===== src/rtl/mem_arb_pkg.sv =====
// Shared types for the program/data memory port arbiter.
package mem_arb_pkg;

    typedef enum logic [1:0] {
        IDLE  = 2'd0,
        ISSUE = 2'd1,
        WAIT  = 2'd2
    } state_e;

    typedef enum logic {
        OWN_IF = 1'b0,
        OWN_DP = 1'b1
    } owner_e;

endpackage


===== src/rtl/arb_pick.sv =====
// Two-requester winner select: fixed priority side, overridden when its streak limit is hit.
module arb_pick (
    input  logic req_a,
    input  logic req_b,
    input  logic prio,
    input  logic streak_hit,
    output logic gnt_a,
    output logic gnt_b
);

    always_comb begin
        gnt_a = 1'b0;
        gnt_b = 1'b0;
        if (req_a && req_b) begin
            // prio=1 favours b; a hit streak hands the slot to the other side
            if (prio ^ streak_hit) gnt_b = 1'b1;
            else                   gnt_a = 1'b1;
        end else begin
            gnt_a = req_a;
            gnt_b = req_b;
        end
    end

endmodule


===== src/rtl/mem_port_arbiter.sv =====
// Arbitrates fetch and datapath accesses onto one fixed-latency single-port memory.
// state | meaning
// IDLE  | no transaction in flight, grant allowed
// ISSUE | mem_en strobe for the latched transaction
// WAIT  | waiting MEM_LAT cycles for read data; last cycle returns response and may grant
module mem_port_arbiter
    import mem_arb_pkg::*;
#(
    parameter int AW         = 16,
    parameter int DW         = 16,
    parameter int MEM_LAT    = 2,
    parameter int MAX_STREAK = 4,
    parameter int PRIO_DATA  = 1
) (
    input  logic          clk,
    input  logic          proc_rst,
    input  logic          if_req,
    input  logic [AW-1:0] if_addr,
    output logic          if_gnt,
    output logic          if_rvalid,
    output logic [DW-1:0] if_rdata,
    input  logic          dp_req,
    input  logic          dp_we,
    input  logic [AW-1:0] dp_addr,
    input  logic [DW-1:0] dp_wdata,
    output logic          dp_gnt,
    output logic          dp_done,
    output logic [DW-1:0] dp_rdata,
    output logic          mem_en,
    output logic          mem_we,
    output logic [AW-1:0] mem_addr,
    output logic [DW-1:0] mem_wdata,
    input  logic [DW-1:0] mem_rdata,
    output logic          busy
);

    localparam int CW = $clog2(MEM_LAT + 1);
    localparam int SW = $clog2(MAX_STREAK + 1);
    localparam logic [CW-1:0] LAT_LOAD   = CW'(MEM_LAT - 1);
    localparam logic [SW-1:0] STREAK_MAX = SW'(MAX_STREAK);
    localparam logic          PRIO_DP    = (PRIO_DATA != 0);

    state_e         state_q, state_d;
    logic [CW-1:0]  cnt_q, cnt_d;
    owner_e         owner_q, owner_d;
    logic [AW-1:0]  addr_q, addr_d;
    logic           we_q, we_d;
    logic [DW-1:0]  wdata_q, wdata_d;
    logic [SW-1:0]  streak_q, streak_d;

    logic final_wait, grant_ok, any_gnt;
    logic pick_if, pick_dp;
    logic p_gnt, o_gnt, o_req;

    assign final_wait = (state_q == WAIT) && (cnt_q == '0);
    // gated by reset so no grant is reported while held in reset
    assign grant_ok   = proc_rst && ((state_q == IDLE) || final_wait);

    arb_pick u_pick (
        .req_a      (if_req & grant_ok),
        .req_b      (dp_req & grant_ok),
        .prio       (PRIO_DP),
        .streak_hit (streak_q == STREAK_MAX),
        .gnt_a      (pick_if),
        .gnt_b      (pick_dp)
    );

    assign if_gnt  = pick_if;
    assign dp_gnt  = pick_dp;
    assign any_gnt = pick_if | pick_dp;

    assign p_gnt = PRIO_DP ? pick_dp : pick_if;
    assign o_gnt = PRIO_DP ? pick_if : pick_dp;
    assign o_req = PRIO_DP ? if_req  : dp_req;

    always_comb begin
        state_d  = state_q;
        cnt_d    = cnt_q;
        owner_d  = owner_q;
        addr_d   = addr_q;
        we_d     = we_q;
        wdata_d  = wdata_q;
        streak_d = streak_q;

        case (state_q)
            IDLE: begin
                if (any_gnt) state_d = ISSUE;
            end
            ISSUE: begin
                state_d = WAIT;
                cnt_d   = LAT_LOAD;
            end
            WAIT: begin
                if (cnt_q != '0) cnt_d   = cnt_q - 1'b1;
                else             state_d = any_gnt ? ISSUE : IDLE;
            end
            default: state_d = IDLE;
        endcase

        if (any_gnt) begin
            owner_d = pick_dp ? OWN_DP : OWN_IF;
            addr_d  = pick_dp ? dp_addr : if_addr;
            we_d    = pick_dp & dp_we;
            wdata_d = pick_dp ? dp_wdata : '0;
        end

        if (!o_req || o_gnt) streak_d = '0;
        else if (p_gnt && (streak_q != STREAK_MAX)) streak_d = streak_q + 1'b1;
    end

    always_ff @(posedge clk or negedge proc_rst) begin
        if (!proc_rst) begin
            state_q  <= IDLE;
            cnt_q    <= '0;
            owner_q  <= OWN_IF;
            addr_q   <= '0;
            we_q     <= 1'b0;
            wdata_q  <= '0;
            streak_q <= '0;
        end else begin
            state_q  <= state_d;
            cnt_q    <= cnt_d;
            owner_q  <= owner_d;
            addr_q   <= addr_d;
            we_q     <= we_d;
            wdata_q  <= wdata_d;
            streak_q <= streak_d;
        end
    end

    assign busy      = (state_q != IDLE);
    assign mem_en    = (state_q == ISSUE);
    assign mem_we    = mem_en & we_q;
    assign mem_addr  = mem_en ? addr_q  : '0;
    assign mem_wdata = mem_en ? wdata_q : '0;

    assign if_rvalid = final_wait && (owner_q == OWN_IF);
    assign dp_done   = final_wait && (owner_q == OWN_DP);
    assign if_rdata  = if_rvalid ? mem_rdata : '0;
    assign dp_rdata  = dp_done   ? mem_rdata : '0;

endmodule


===== config.mk =====
export PLATFORM = sky130hd
export DESIGN_NAME = mem_port_arbiter
export DESIGN_NICKNAME = d
export VERILOG_FILES = /design/src/rtl/mem_arb_pkg.sv /design/src/rtl/arb_pick.sv /design/src/rtl/mem_port_arbiter.sv
export SDC_FILE = /design/constraint.sdc
export NUM_CORES = 1
export LEC_CHECK = 0
export ABC_AREA = 1
export CAP_MARGIN = 10
export CORE_ASPECT_RATIO = 0.75
export CORE_MARGIN = 3
export CORE_UTILIZATION = 35
export DETAILED_ROUTE_END_ITERATION = 8
export HOLD_SLACK_MARGIN = 0.08
export PLACE_DENSITY_LB_ADDON = 0.1
export SETUP_SLACK_MARGIN = 0.02
export SLEW_MARGIN = 20
export SYNTH_ARGS = -nofsm -noshare
export SYNTH_HDL_FRONTEND = slang
export SYNTH_SLANG_ARGS = --single-unit

===== constraint.sdc =====
create_clock -name clk -period 1.6 [get_ports clk]
set_clock_uncertainty 0.2 [all_clocks]
set_input_delay 0.16 -clock clk [delete_from_list [all_inputs] [get_ports clk]]
set_output_delay 0.16 -clock clk [all_outputs]
set_load 0.05 [all_outputs]

==> flow_summary.ini <==
[status]
outcome = complete, but fails checks
violations_in_the_final_reports = negative setup slack

[drt]
detail-route-antenna-nets = 0
drt-pass1-iter-count = 4
post_detailed_route_wirelength_per_cell_microns = 16.7
post-route-drc-count = 0
post_drt_via_cell_ratio = 4.66
dr_total_vias = 3050
total_wire_length_after_detailed_routing_microns = 11000
detailedRoute.firstIterationViolations = 118

[yosys]
syn_avg_cell_area_sq_um = 6.94
postSynthRegisterBits = 41
synth_cell_types = 28
mappedNetlistNets = 439
cells_after_synthesis = 367
synth_area_sq_um = 2550
yosysSeqAreaShare_pct = 40.3
synthesis.yosys.warnings = 0

[timing]
fin_crit_sh_pct = 129
slew_of_the_pin_with_the_lowest_slew_margin_ns = 0.528
finalSetupTns_ns = -38.95
grt_setup_unrepaired = true
setup_violators_final = 112
final_max_slew_viol_count = 0
layout_setup_ws_ns = -0.466
min_period_ns = 2.07
timing.final.hold_violations = 0
relSlewSlack_pct = 64.8
timing.fmax_mhz = 484

[grt]
gr-usage-met2_pct = 40.1
grt_pass1_wl_microns = 15400
met1_usage_pct = 29.6
grt_antenna_before_repair = 0
globalRouteMet3Util_pct = 5.01
gr-max-usage-layer = met2
grt_pass1_vias = 3003
grt-ovfl-total = 0
gr-usage-all-layers_pct = 22.9
maximum_number_of_pins_on_one_net_before_global_route_repair = 42

[placement]
io_buffers = 139
globalplace.congestion = 0.778
dp_hpwl_microns = 6540
placed_area_sq_um = 5080

[die]
design.die.area_sq_um = 8340
core_region_area_sq_um = 6930
fp.dieH_microns = 79.9
core.rowCount = 26
top_level_ports = 140
start_util_pct = 36.7
die_w_microns = 104

[power_and_ir_drop]
leakage_nw = 2.69
vdd.ir_drop.worst_mv = 0.892
power_density_nw_per_um2 = 1310

[hold_path]
class_of_the_worst_hold_path = in -> reg

[worst_setup_path]
critical_path_class = reg -> out
cp.required_ns = 1.24
ff2ff_setup_slack_ns = -0.28
cp_data_arrival_time_ns = 1.71
cp-start-kind = flop
setup.worst_path.end_class = primary output
worstPathMaxFanout = 6

[clock_network]
htree_num_levels = 2
worst_setup_hold_path_clk_slew_ns = 0.08
cts_root_buffer = sky130_fd_sc_hd__clkbuf_8
clk_path_buf_depth = 2
numClockSinks = 41
clk_latency_ns = 0.29
clock_buffer_count_from_cts = 5
tritoncts = done

[flow_run]
maxCapViolations = 0

[finish]
drive_gt1_share_pct = 50.4
final_nets = 627
final_common_cell = sky130_fd_sc_hd__inv_1
post-route-cell-area_sq_um = 5980
final_cell_mix = sky130_fd_sc_hd__inv_1, sky130_fd_sc_hd__nor2_4, sky130_fd_sc_hd__clkdlybuf4s50_1, sky130_fd_sc_hd__nand2_1, sky130_fd_sc_hd__buf_12
p_r_area_growth_vs_syn_pct = 135
diodes = 0
==> worst max-delay path, stage by stage (launching register included) <==
cell and delay [ns]:
sky130_fd_sc_hd__dfrtp_1 0.42, sky130_fd_sc_hd__buf_4 0.16, sky130_fd_sc_hd__inv_4 0.04, sky130_fd_sc_hd__buf_6 0.11
sky130_fd_sc_hd__nor2_4 0.15, sky130_fd_sc_hd__inv_6 0.11, sky130_fd_sc_hd__buf_16 0.16, sky130_fd_sc_hd__nor2_4 0.11
sky130_fd_sc_hd__buf_8 0.16
==> per-layer routing <==
layer / routed length (microns) / part of all wire, %
met1: 4300 / 39
met2: 5890 / 54
met3: 624 / 5.7
met4: 146 / 1.3
met5: 0 / 0
==> layout make-up <==
class | instances | area [sq um]
inverter | 97 | 409
timing repair inverter | 3 | 31.3
multi-input combinational | 214 | 1830
sequential | 41 | 1030
clock buffer | 8 | 80.1
fill | 356 | 952
tap | 98 | 123
timing repair buffer | 193 | 2480
==> state kept, by name, indices dropped and copies added (netlist names) <==
name and cells:
addr_q 16, cnt_q 2, owner_q 1, state_q 2
streak_q 3, wdata_q 16, we_q 1
==> synth_stat cells (all sizes together) <==
library cell   n  share of area (%)
nand3         18                3.7
o22ai          1               0.25
a31oi          1               0.25
clkbuf         5               0.74
a21boi         1               0.29
a21oi          1               0.34
buf           11                4.1
ha             3                1.5
nand2         75                 13
nand4         17                4.8
o21ai         22                4.5
inv           97                 15
nor2          73                 11
dfrtp         41                 40
xnor2          1               0.34
==> path summary, 6_finish.rpt <==
path | from | to | cells past startpoint
max in group asynchronous | proc_rst | streak_q[1]$_DFFE_PN0P_ | 3
max | state_q[0]$_DFFE_PN0P_ | mem_addr[10] | 8
min in group asynchronous | proc_rst | wdata_q[8]$_DFFE_PN0P_ | 3
min | dp_wdata[14] | wdata_q[14]$_DFFE_PN0P_ | 3
max reg2reg | cnt_q[0]$_DFFE_PN0P_ | addr_q[7]$_DFFE_PN0P_ | 11
min reg2reg | addr_q[8]$_DFFE_PN0P_ | addr_q[8]$_DFFE_PN0P_ | 2
==> per-stage QoR <==
step	hold WS [ns]	std cells	setup WS, ns	power, mW	utilization, %
global route	0.234	654	-0.494	8.22	86.3
CTS	0.218	645	-0.331	7.18	81.2
detailed placement	0.164	622	-0.272	5.97	73.3
floorplan	-0.336	367	-0.352	4.59	-
global placement	0.159	622	-0.174	5.86	73.3
finish	0.241	654	-0.466	7.83	86.3
==> timing repair <==
item / CTS / global route
hold buffers: 1 / 0
endpoints found under the hold margin: 41 / 0
endpoints found under the setup margin: 109 / 110
pin swaps: 15 / 27
setup buffers: 11 / 6
resized for setup: 82 / 71
gates cloned: 4 / 3
==> logic make-up after synthesis <==
kind of cell	Yosys count	synth area share, %
compound gates	26	5.60
xor+xnor	1	0.344
fa+ha+maj	3	1.47
buf+inv	113	19.4
flops	41	40.3
simple gates	183	32.9
==> report_power, final <==
group          switching (mW)  leakage (nW)  internal (mW)
Combinational            3.17          2.13           2.28
Sequential              0.252         0.520           1.48
Clock                   0.348        0.0395          0.311
Total                    3.77          2.69           4.06
Note: power is estimated with default switching activity, not from simulation.
